<file path="src/rtl/gshare_predictor_if.sv">
// Bundle between the fetch/execute pipeline and the gshare predictor:
// IF lookup request and prediction result, plus the EX resolution feedback.
`ifndef GSHARE_GHSR_WIDTH
`define GSHARE_GHSR_WIDTH 8
`endif

interface gshare_predictor_if #(
    parameter int GHSR_W = `GSHARE_GHSR_WIDTH
);
    logic [31:0]       if_pc;
    logic              if_valid;
    logic              pred_taken;
    logic              pred_btb_hit;
    logic [31:0]       pred_target;
    logic [31:0]       pred_next_pc;
    logic [GHSR_W-1:0] pred_ghsr;
    logic              ex_is_bj;
    logic [31:0]       ex_pc;
    logic [GHSR_W-1:0] ex_ghsr;
    logic              ex_branch_taken;
    logic [31:0]       ex_branch_target_pc;
    logic              ex_flush;
    logic              ex_update_ghsr;
    logic [GHSR_W-1:0] ex_ghsr_restore;

    modport master (
        output if_pc, if_valid,
        output ex_is_bj, ex_pc, ex_ghsr, ex_branch_taken, ex_branch_target_pc,
        output ex_flush, ex_update_ghsr, ex_ghsr_restore,
        input  pred_taken, pred_btb_hit, pred_target, pred_next_pc, pred_ghsr
    );

    modport slave (
        input  if_pc, if_valid,
        input  ex_is_bj, ex_pc, ex_ghsr, ex_branch_taken, ex_branch_target_pc,
        input  ex_flush, ex_update_ghsr, ex_ghsr_restore,
        output pred_taken, pred_btb_hit, pred_target, pred_next_pc, pred_ghsr
    );
endinterface

</file>
<file path="src/rtl/gshare_predictor.sv">
// IF-stage gshare direction predictor (global history XOR PC into 2-bit
// counters) with a direct-mapped BTB; trained by EX-stage resolutions.
`ifndef GSHARE_GHSR_WIDTH
`define GSHARE_GHSR_WIDTH 8
`endif

module gshare_predictor #(
    parameter int GHSR_W    = `GSHARE_GHSR_WIDTH,
    parameter int BTB_IDX_W = 4
) (
    input  logic                clk,
    input  logic                reset_n,
    gshare_predictor_if.slave   bp_io
);
    localparam int PHT_N = 1 << GHSR_W;
    localparam int BTB_N = 1 << BTB_IDX_W;
    localparam int TAG_W = 32 - BTB_IDX_W - 2;

    function automatic logic [1:0] pht_next(input logic [1:0] ctr, input logic taken);
        logic [1:0] res;
        res = ctr;
        if (taken) begin
            if (ctr != 2'd3) res = ctr + 2'd1;
            else             res = ctr;
        end else begin
            if (ctr != 2'd0) res = ctr - 2'd1;
            else             res = ctr;
        end
        return res;
    endfunction

    logic [GHSR_W-1:0]    ghsr_q, ghsr_d;
    logic [1:0]           pht_q [PHT_N];
    logic [BTB_N-1:0]     btb_valid_q;
    logic [TAG_W-1:0]     btb_tag_q [BTB_N];
    logic [31:0]          btb_tgt_q [BTB_N];

    logic [BTB_IDX_W-1:0] if_btb_idx_s, ex_btb_idx_s;
    logic [TAG_W-1:0]     if_tag_s, ex_tag_s;
    logic [GHSR_W-1:0]    if_pht_idx_s, ex_pht_idx_s;
    logic                 hit_s, taken_s, btb_wr_s;
    logic [1:0]           pht_upd_s;

    assign if_btb_idx_s = bp_io.if_pc[BTB_IDX_W+1:2];
    assign if_tag_s     = bp_io.if_pc[31:BTB_IDX_W+2];
    assign if_pht_idx_s = bp_io.if_pc[GHSR_W+1:2] ^ ghsr_q;
    assign ex_btb_idx_s = bp_io.ex_pc[BTB_IDX_W+1:2];
    assign ex_tag_s     = bp_io.ex_pc[31:BTB_IDX_W+2];
    assign ex_pht_idx_s = bp_io.ex_pc[GHSR_W+1:2] ^ bp_io.ex_ghsr;
    assign btb_wr_s     = bp_io.ex_is_bj && bp_io.ex_branch_taken;
    assign pht_upd_s    = pht_next(pht_q[ex_pht_idx_s], bp_io.ex_branch_taken);

    // Outputs are forced to their idle values while reset is held.
    assign hit_s   = reset_n && btb_valid_q[if_btb_idx_s] && (btb_tag_q[if_btb_idx_s] == if_tag_s);
    assign taken_s = hit_s && pht_q[if_pht_idx_s][1];

    assign bp_io.pred_btb_hit = hit_s;
    assign bp_io.pred_taken   = taken_s;
    assign bp_io.pred_target  = hit_s ? btb_tgt_q[if_btb_idx_s] : 32'd0;
    assign bp_io.pred_next_pc = taken_s ? btb_tgt_q[if_btb_idx_s] : (bp_io.if_pc + 32'd4);
    assign bp_io.pred_ghsr    = reset_n ? ghsr_q : {GHSR_W{1'b0}};

    // History next state: EX repair overrides the speculative IF shift.
    always_comb begin
        ghsr_d = ghsr_q;
        if (bp_io.ex_flush || bp_io.ex_update_ghsr) begin
            ghsr_d = {bp_io.ex_ghsr_restore[GHSR_W-2:0], bp_io.ex_branch_taken};
        end else if (bp_io.if_valid && hit_s) begin
            ghsr_d = {ghsr_q[GHSR_W-2:0], taken_s};
        end else begin
            ghsr_d = ghsr_q;
        end
    end

    // History register.
    always_ff @(posedge clk) begin
        if (!reset_n) ghsr_q <= {GHSR_W{1'b0}};
        else          ghsr_q <= ghsr_d;
    end

    // Pattern history table: all counters reset to weakly not-taken.
    always_ff @(posedge clk) begin
        if (!reset_n) begin
            for (int i = 0; i < PHT_N; i++) pht_q[i] <= 2'd1;
        end else if (bp_io.ex_is_bj) begin
            pht_q[ex_pht_idx_s] <= pht_upd_s;
        end
    end

    // BTB valid bits: only taken resolutions allocate, nothing invalidates.
    always_ff @(posedge clk) begin
        if (!reset_n) begin
            btb_valid_q <= {BTB_N{1'b0}};
        end else if (btb_wr_s) begin
            btb_valid_q[ex_btb_idx_s] <= 1'b1;
        end
    end

    // BTB tag/target payload, qualified by the valid bits above.
    always_ff @(posedge clk) begin
        if (reset_n && btb_wr_s) begin
            btb_tag_q[ex_btb_idx_s] <= ex_tag_s;
            btb_tgt_q[ex_btb_idx_s] <= bp_io.ex_branch_target_pc;
        end
    end
endmodule

</file>
<file path="src/flat_wrapper.sv">
// flat-port wrapper written by rule: the top's interface ports become plain ports
module gshare_predictor_flat 
#(
    parameter int GHSR_W    = `GSHARE_GHSR_WIDTH,
    parameter int BTB_IDX_W = 4
)
  (clk, reset_n, bp_io_if_pc, bp_io_if_valid, bp_io_ex_is_bj, bp_io_ex_pc, bp_io_ex_ghsr, bp_io_ex_branch_taken, bp_io_ex_branch_target_pc, bp_io_ex_flush, bp_io_ex_update_ghsr, bp_io_ex_ghsr_restore, bp_io_pred_taken, bp_io_pred_btb_hit, bp_io_pred_target, bp_io_pred_next_pc, bp_io_pred_ghsr);
  gshare_predictor_if #(.GHSR_W(GHSR_W)) bp_io_i ();
  input  logic clk;
  input  logic reset_n;
  input wire logic [$bits(bp_io_i.if_pc)-1:0] bp_io_if_pc;
  input wire logic [$bits(bp_io_i.if_valid)-1:0] bp_io_if_valid;
  input wire logic [$bits(bp_io_i.ex_is_bj)-1:0] bp_io_ex_is_bj;
  input wire logic [$bits(bp_io_i.ex_pc)-1:0] bp_io_ex_pc;
  input wire logic [$bits(bp_io_i.ex_ghsr)-1:0] bp_io_ex_ghsr;
  input wire logic [$bits(bp_io_i.ex_branch_taken)-1:0] bp_io_ex_branch_taken;
  input wire logic [$bits(bp_io_i.ex_branch_target_pc)-1:0] bp_io_ex_branch_target_pc;
  input wire logic [$bits(bp_io_i.ex_flush)-1:0] bp_io_ex_flush;
  input wire logic [$bits(bp_io_i.ex_update_ghsr)-1:0] bp_io_ex_update_ghsr;
  input wire logic [$bits(bp_io_i.ex_ghsr_restore)-1:0] bp_io_ex_ghsr_restore;
  output wire logic [$bits(bp_io_i.pred_taken)-1:0] bp_io_pred_taken;
  output wire logic [$bits(bp_io_i.pred_btb_hit)-1:0] bp_io_pred_btb_hit;
  output wire logic [$bits(bp_io_i.pred_target)-1:0] bp_io_pred_target;
  output wire logic [$bits(bp_io_i.pred_next_pc)-1:0] bp_io_pred_next_pc;
  output wire logic [$bits(bp_io_i.pred_ghsr)-1:0] bp_io_pred_ghsr;
  assign bp_io_i.if_pc = bp_io_if_pc;
  assign bp_io_i.if_valid = bp_io_if_valid;
  assign bp_io_i.ex_is_bj = bp_io_ex_is_bj;
  assign bp_io_i.ex_pc = bp_io_ex_pc;
  assign bp_io_i.ex_ghsr = bp_io_ex_ghsr;
  assign bp_io_i.ex_branch_taken = bp_io_ex_branch_taken;
  assign bp_io_i.ex_branch_target_pc = bp_io_ex_branch_target_pc;
  assign bp_io_i.ex_flush = bp_io_ex_flush;
  assign bp_io_i.ex_update_ghsr = bp_io_ex_update_ghsr;
  assign bp_io_i.ex_ghsr_restore = bp_io_ex_ghsr_restore;
  assign bp_io_pred_taken = bp_io_i.pred_taken;
  assign bp_io_pred_btb_hit = bp_io_i.pred_btb_hit;
  assign bp_io_pred_target = bp_io_i.pred_target;
  assign bp_io_pred_next_pc = bp_io_i.pred_next_pc;
  assign bp_io_pred_ghsr = bp_io_i.pred_ghsr;
  gshare_predictor #(.GHSR_W(GHSR_W), .BTB_IDX_W(BTB_IDX_W)) u_core (.clk(clk), .reset_n(reset_n), .bp_io(bp_io_i));
endmodule
</file>
<file path="config.mk">
export PLATFORM = sky130hd
export DESIGN_NAME = gshare_predictor_flat
export DESIGN_NICKNAME = d
export VERILOG_FILES = /design/src/rtl/gshare_predictor_if.sv /design/src/rtl/gshare_predictor.sv /design/src/flat_wrapper.sv
export SDC_FILE = /design/constraint.sdc
export NUM_CORES = 2
export LEC_CHECK = 0
export ABC_AREA = 1
export BUFFER_PORTS_ARGS = -buffer_cell sky130_fd_sc_hd__buf_2
export CORE_MARGIN = 2
export CORE_UTILIZATION = 60
export DETAILED_ROUTE_END_ITERATION = 6
export PLACE_DENSITY_LB_ADDON = 0.15
export SYNTH_ARGS = -nofsm -noshare
export SYNTH_HDL_FRONTEND = slang
export SYNTH_SLANG_ARGS = --single-unit
</file>
<file path="constraint.sdc">
create_clock -name clk -period 4.9 [get_ports clk]
set_input_delay 0.49 -clock clk [delete_from_list [all_inputs] [get_ports clk]]
set_output_delay 0.49 -clock clk [all_outputs]
set_load 0.03 [all_outputs]
</file>
==> results summary <==
The flow ran to the end, but the final reports show violations. The checks that failed: design-rule violations. The type of the most critical hold path is input pin to flip-flop. The worst setup path is of the flip-flop to primary output kind. The count of port buffers added during placement is 189. The number of pins exceeding their max-slew limit in the final report came out at 0. Synthesis handed over a netlist of about 7600 instances. The number of global-route vias before repair was 52300. The core area came out at around 120000 sq um. The clock drives about 1500 sinks. After detailed routing, the average wire length per cell comes to 22.3 um. The worst hold path depth is 1. Static timing analysis puts the maximum clock frequency at between 200 and 250 MHz.

The via density per instance is approximately 5.9. The number of standard cells in the final layout excluding fillers is around 9300. The count of state elements after synthesis is between 1000 and 1500. Setup violations remaining at the end of the flow were counted as 0. The leakage power came out at approximately 0.03 uW. Yosys printed 0 warnings.

The adder-cell share of the synthesized area is less than 1%. The post-route worst setup slack came out at roughly 99 ps. The worst hold slack is between 70 and 80 ps. The synthesized netlist devotes less than 1% of its cell area to XOR and XNOR gates. The share of the clock period used by the worst path came out at 98.0%. The mean area per synthesized cell came out at around 9 sq um. The height of the die is approximately 350 um.

The remaining design rule violation count came out at 5. The remaining max-slew budget at the tightest pin came out at 4.62%. The floorplan die area is 119000 sq um. For this run, asynchronously set or reset flops after synthesis account for 0%. The data required time of the critical path came out at ~4400 ps.

The tool flagged a number of max-cap violations equal to 0. TritonCTS built the clock tree. The I/O pin count is 193. The cell with the largest stage delay on the worst path is sky130_fd_sc_hd__inv_1. The number of placed instances, taps included, is between 9000 and 10000.

The signal on the critical path passes through xnor2_2 > inv_1 > nand3_1 > nand3_1 > nand3_1 > nand3_1 > nand3_2 > nand3_2 > buf_12 > o21ai_1 > o21ai_0 > buf_2. The half-perimeter wire length after placement came out at ~120 mm. The cell family contributing the most delay on the critical path is simple AND/OR/NAND/NOR gates. The top cell type by total area after synthesis is sky130_fd_sc_hd__edfxtp_1. The clock-pin slew on the worst setup and hold paths is roughly 60 ps. The endpoint arrival time on the critical path came out at between 4000 and 5000 ps. The critical path crosses 12 cells after its start point. The level count of the clock H-tree came out at 4. Summed over all layers, the global routing overflow is 0.

The sort of element at the end of the critical path is a primary output. The weighted congestion reported at the end of routability-driven placement came out at around 0.95. The die extent in x is approximately 350 um. The netlist area before placement came out at approximately 70000 sq um. Clock tree synthesis selected as its root buffer the cell sky130_fd_sc_hd__clkbuf_16. The transition time of the tightest slew-check pin is between 1000 and 1500 ps.

The worst setup slack after placement came out at between 400 and 500 ps. The detailed-router iteration count before antenna repair is 7. Once the floorplan was initialized, standard cells occupied around three fifths of the core.

Between clock sinks in the finished design, the worst skew comes to 35.4 ps. After synthesis, the cell types taking the most area are sky130_fd_sc_hd__edfxtp_1 62%, sky130_fd_sc_hd__nand2_1 10%, sky130_fd_sc_hd__nor2_1 7.1%, sky130_fd_sc_hd__nand3_1 5.2%, sky130_fd_sc_hd__inv_1 4.4%. The routed via count is 55400. The number of nets still failing antenna checks after routing is 0. The number of fillers in the final layout came out at 8880. By area, the combinational part of the netlist is dominated by simple AND/OR/NAND/NOR gates.

The multiplexer share of the synthesized area is 0%. The post-detailed-routing wire length came out at ~210 mm. The dominant cell type by count on the critical path is sky130_fd_sc_hd__nand3_1. The fraction of the mapped netlist area in compound gates came out at approximately 6.6%.

In the global route stage, overall resource usage came out at between 30% and 40%. For this run, the post-layout net count is 7805. The row count came out at around 130.

The number of enable flip-flop cells after synthesis came out at approximately 1400. The total nets after synthesis is roughly 7800. The maximum number of pins on one net before global-route repair came out at approximately 210. The number of antenna violations at the first check in global routing came to 20. Relative to the synthesized area, the layout overhead comes to 11.3%. The global-route wire length before repair came out at 309 mm.

The share of synthesized area in the top cell type comes to approximately three fifths. The sequential fraction of the synthesis area is 62.5%. The TritonCTS buffer count is 151. Together, buffers and inverters on the worst path number 3. In this run the worst path has a maximum fanout of 42. The maximum number of buffers from clock root to sink came out at 3.

Once layout is complete, the utilization of the core stands at roughly two thirds. The number of different library cells used by synthesis comes to 33. Dividing total power by cell area gives a power density of about 370 nW/um^2. Cells with a size suffix above 1 make up 7.98% of the layout. The peak per-stage delay on the critical path came out at about 660 ps. The clock period minus worst slack is between 4000 and 5000 ps. The worst setup path is launched from a flip-flop. After Yosys synthesis, and, or, nand and nor cells account for a little under a quarter of the synthesized area. The worst-case IR drop observed on VDD is approximately 0.35 mV. The number of DRC markers in iteration 0 came out at about 7300. The number of cells on the worst reg-to-reg path came out at 18.

The most used flip-flop cell after synthesis is sky130_fd_sc_hd__edfxtp_1. The later-pin clock latency in the skew report is 780 ps. The count of endpoints failing hold in the final timing report came to 0.
## state kept, by name (all words and copies together), names as in the netlist
register / count
u_core.btb_tag_q: 416
u_core.btb_tgt_q: 512
u_core.btb_valid_q: 16
u_core.ghsr_q: 8
u_core.pht_q: 512
## final timing paths
kind                                         endpoint                                start  slack, ps
setup reg to reg        u_core.ghsr_q[0]$_SDFFE_PN0P_        u_core.ghsr_q[0]$_SDFFE_PN0P_       1630
setup / recovery               bp_io_pred_next_pc[15]        u_core.ghsr_q[3]$_SDFFE_PN0P_        100
hold / removal      u_core.btb_tgt_q[15][1]$_DFFE_PP_         bp_io_ex_branch_target_pc[1]         80
hold reg to reg   u_core.btb_valid_q[10]$_SDFFE_PN0P_  u_core.btb_valid_q[10]$_SDFFE_PN0P_        480
## per-stage QoR
stage | instance area, sq um | total power (uW) | TNS, ps
finish | 77800 | 28500 | 0
global route | 77800 | 29300 | -1.03
CTS | 77800 | 28500 | 0
detailed placement | 72900 | 17400 | 0
global placement | 72900 | 17400 | 0
floorplan | 69900 | 16100 | 0
## power by group
part           internal (uW)  switching (uW)  total (uW)
sequential             13900            64.9       14000
combinational            850            2490        3340
clock                   6350            4890       11200
total                  21100            7440       28500
## cell families (layout without fill, tap and decap cells)
logic type                 after synthesis  after routing
and+or+nand+nor                       4004           4004
DFF                                   1464           1464
buffers and inverters                 1312           1471
AOI/OAI and AO/OA                      825            825
xor gates and xnor gates                38             38
adders and majority gates                1              1
other                                    0              9
## layout make-up
cell class	count	area [sq um]	area share, %
Antenna cell	9	22.5	0.0289
Clock buffer	189	4010	5.15
Clock inverter	82	781	1.00
Inverter	825	3120	4.01
Multi-Input combinational cell	4868	21200	27.3
Sequential cell	1464	43700	56.2
Tap cell	1524	1910	2.45
Timing Repair Buffer	375	3050	3.92
## metal layers
metal / share of wire (%) / GRT usage [%] / vias up / routed length (um)
met3: 12 / 7.50 / 647 / 25400
met1: 36 / 44.4 / 26100 / 75900
li1: - / - / 25300 / -
met2: 46 / 54.9 / 3400 / 96200
met4: 5.3 / 17.5 / 14 / 11000
met5: 0.046 / 0 / - / 96
## synthesized netlist by cell type (26+ instances only)
master	number
sky130_fd_sc_hd__o21ai_0	595
sky130_fd_sc_hd__buf_1	26
sky130_fd_sc_hd__o211ai_1	36
sky130_fd_sc_hd__a221oi_1	26
sky130_fd_sc_hd__inv_1	814
sky130_fd_sc_hd__edfxtp_1	1440
sky130_fd_sc_hd__clkbuf_1	251
sky130_fd_sc_hd__nand3_1	725
sky130_fd_sc_hd__buf_2	188
sky130_fd_sc_hd__nor2_1	1318
sky130_fd_sc_hd__nand2_1	1941
sky130_fd_sc_hd__o22ai_1	100
## layout by cell type (no fill, tap or decap), drive strengths merged
master / n
o22ai: 100
nor3: 8
xnor2: 13
buf: 370
nor2: 1320
a31oi: 24
nor4: 4
nand3: 726
bufinv: 10
clkinvlp: 3
nand4: 3
clkinv: 72
dlygate4sd3: 5
o221ai: 24
ha: 1
diode: 9
nand2: 1943
xor2: 25
clkbuf: 189
edfxtp: 1440
dfxtp: 24
o21ai: 604
a22o: 7
a221oi: 26
inv: 822
a21oi: 4
o211ai: 36
## what timing repair did
action	4_1_cts	5_1_grt
buffers inserted	0	1
hold buffers	5	0
hold endpoints to repair	5	0
gates resized for setup	2	4
setup endpoints to repair	4	22
Note: power is estimated with default switching activity, not from simulation.
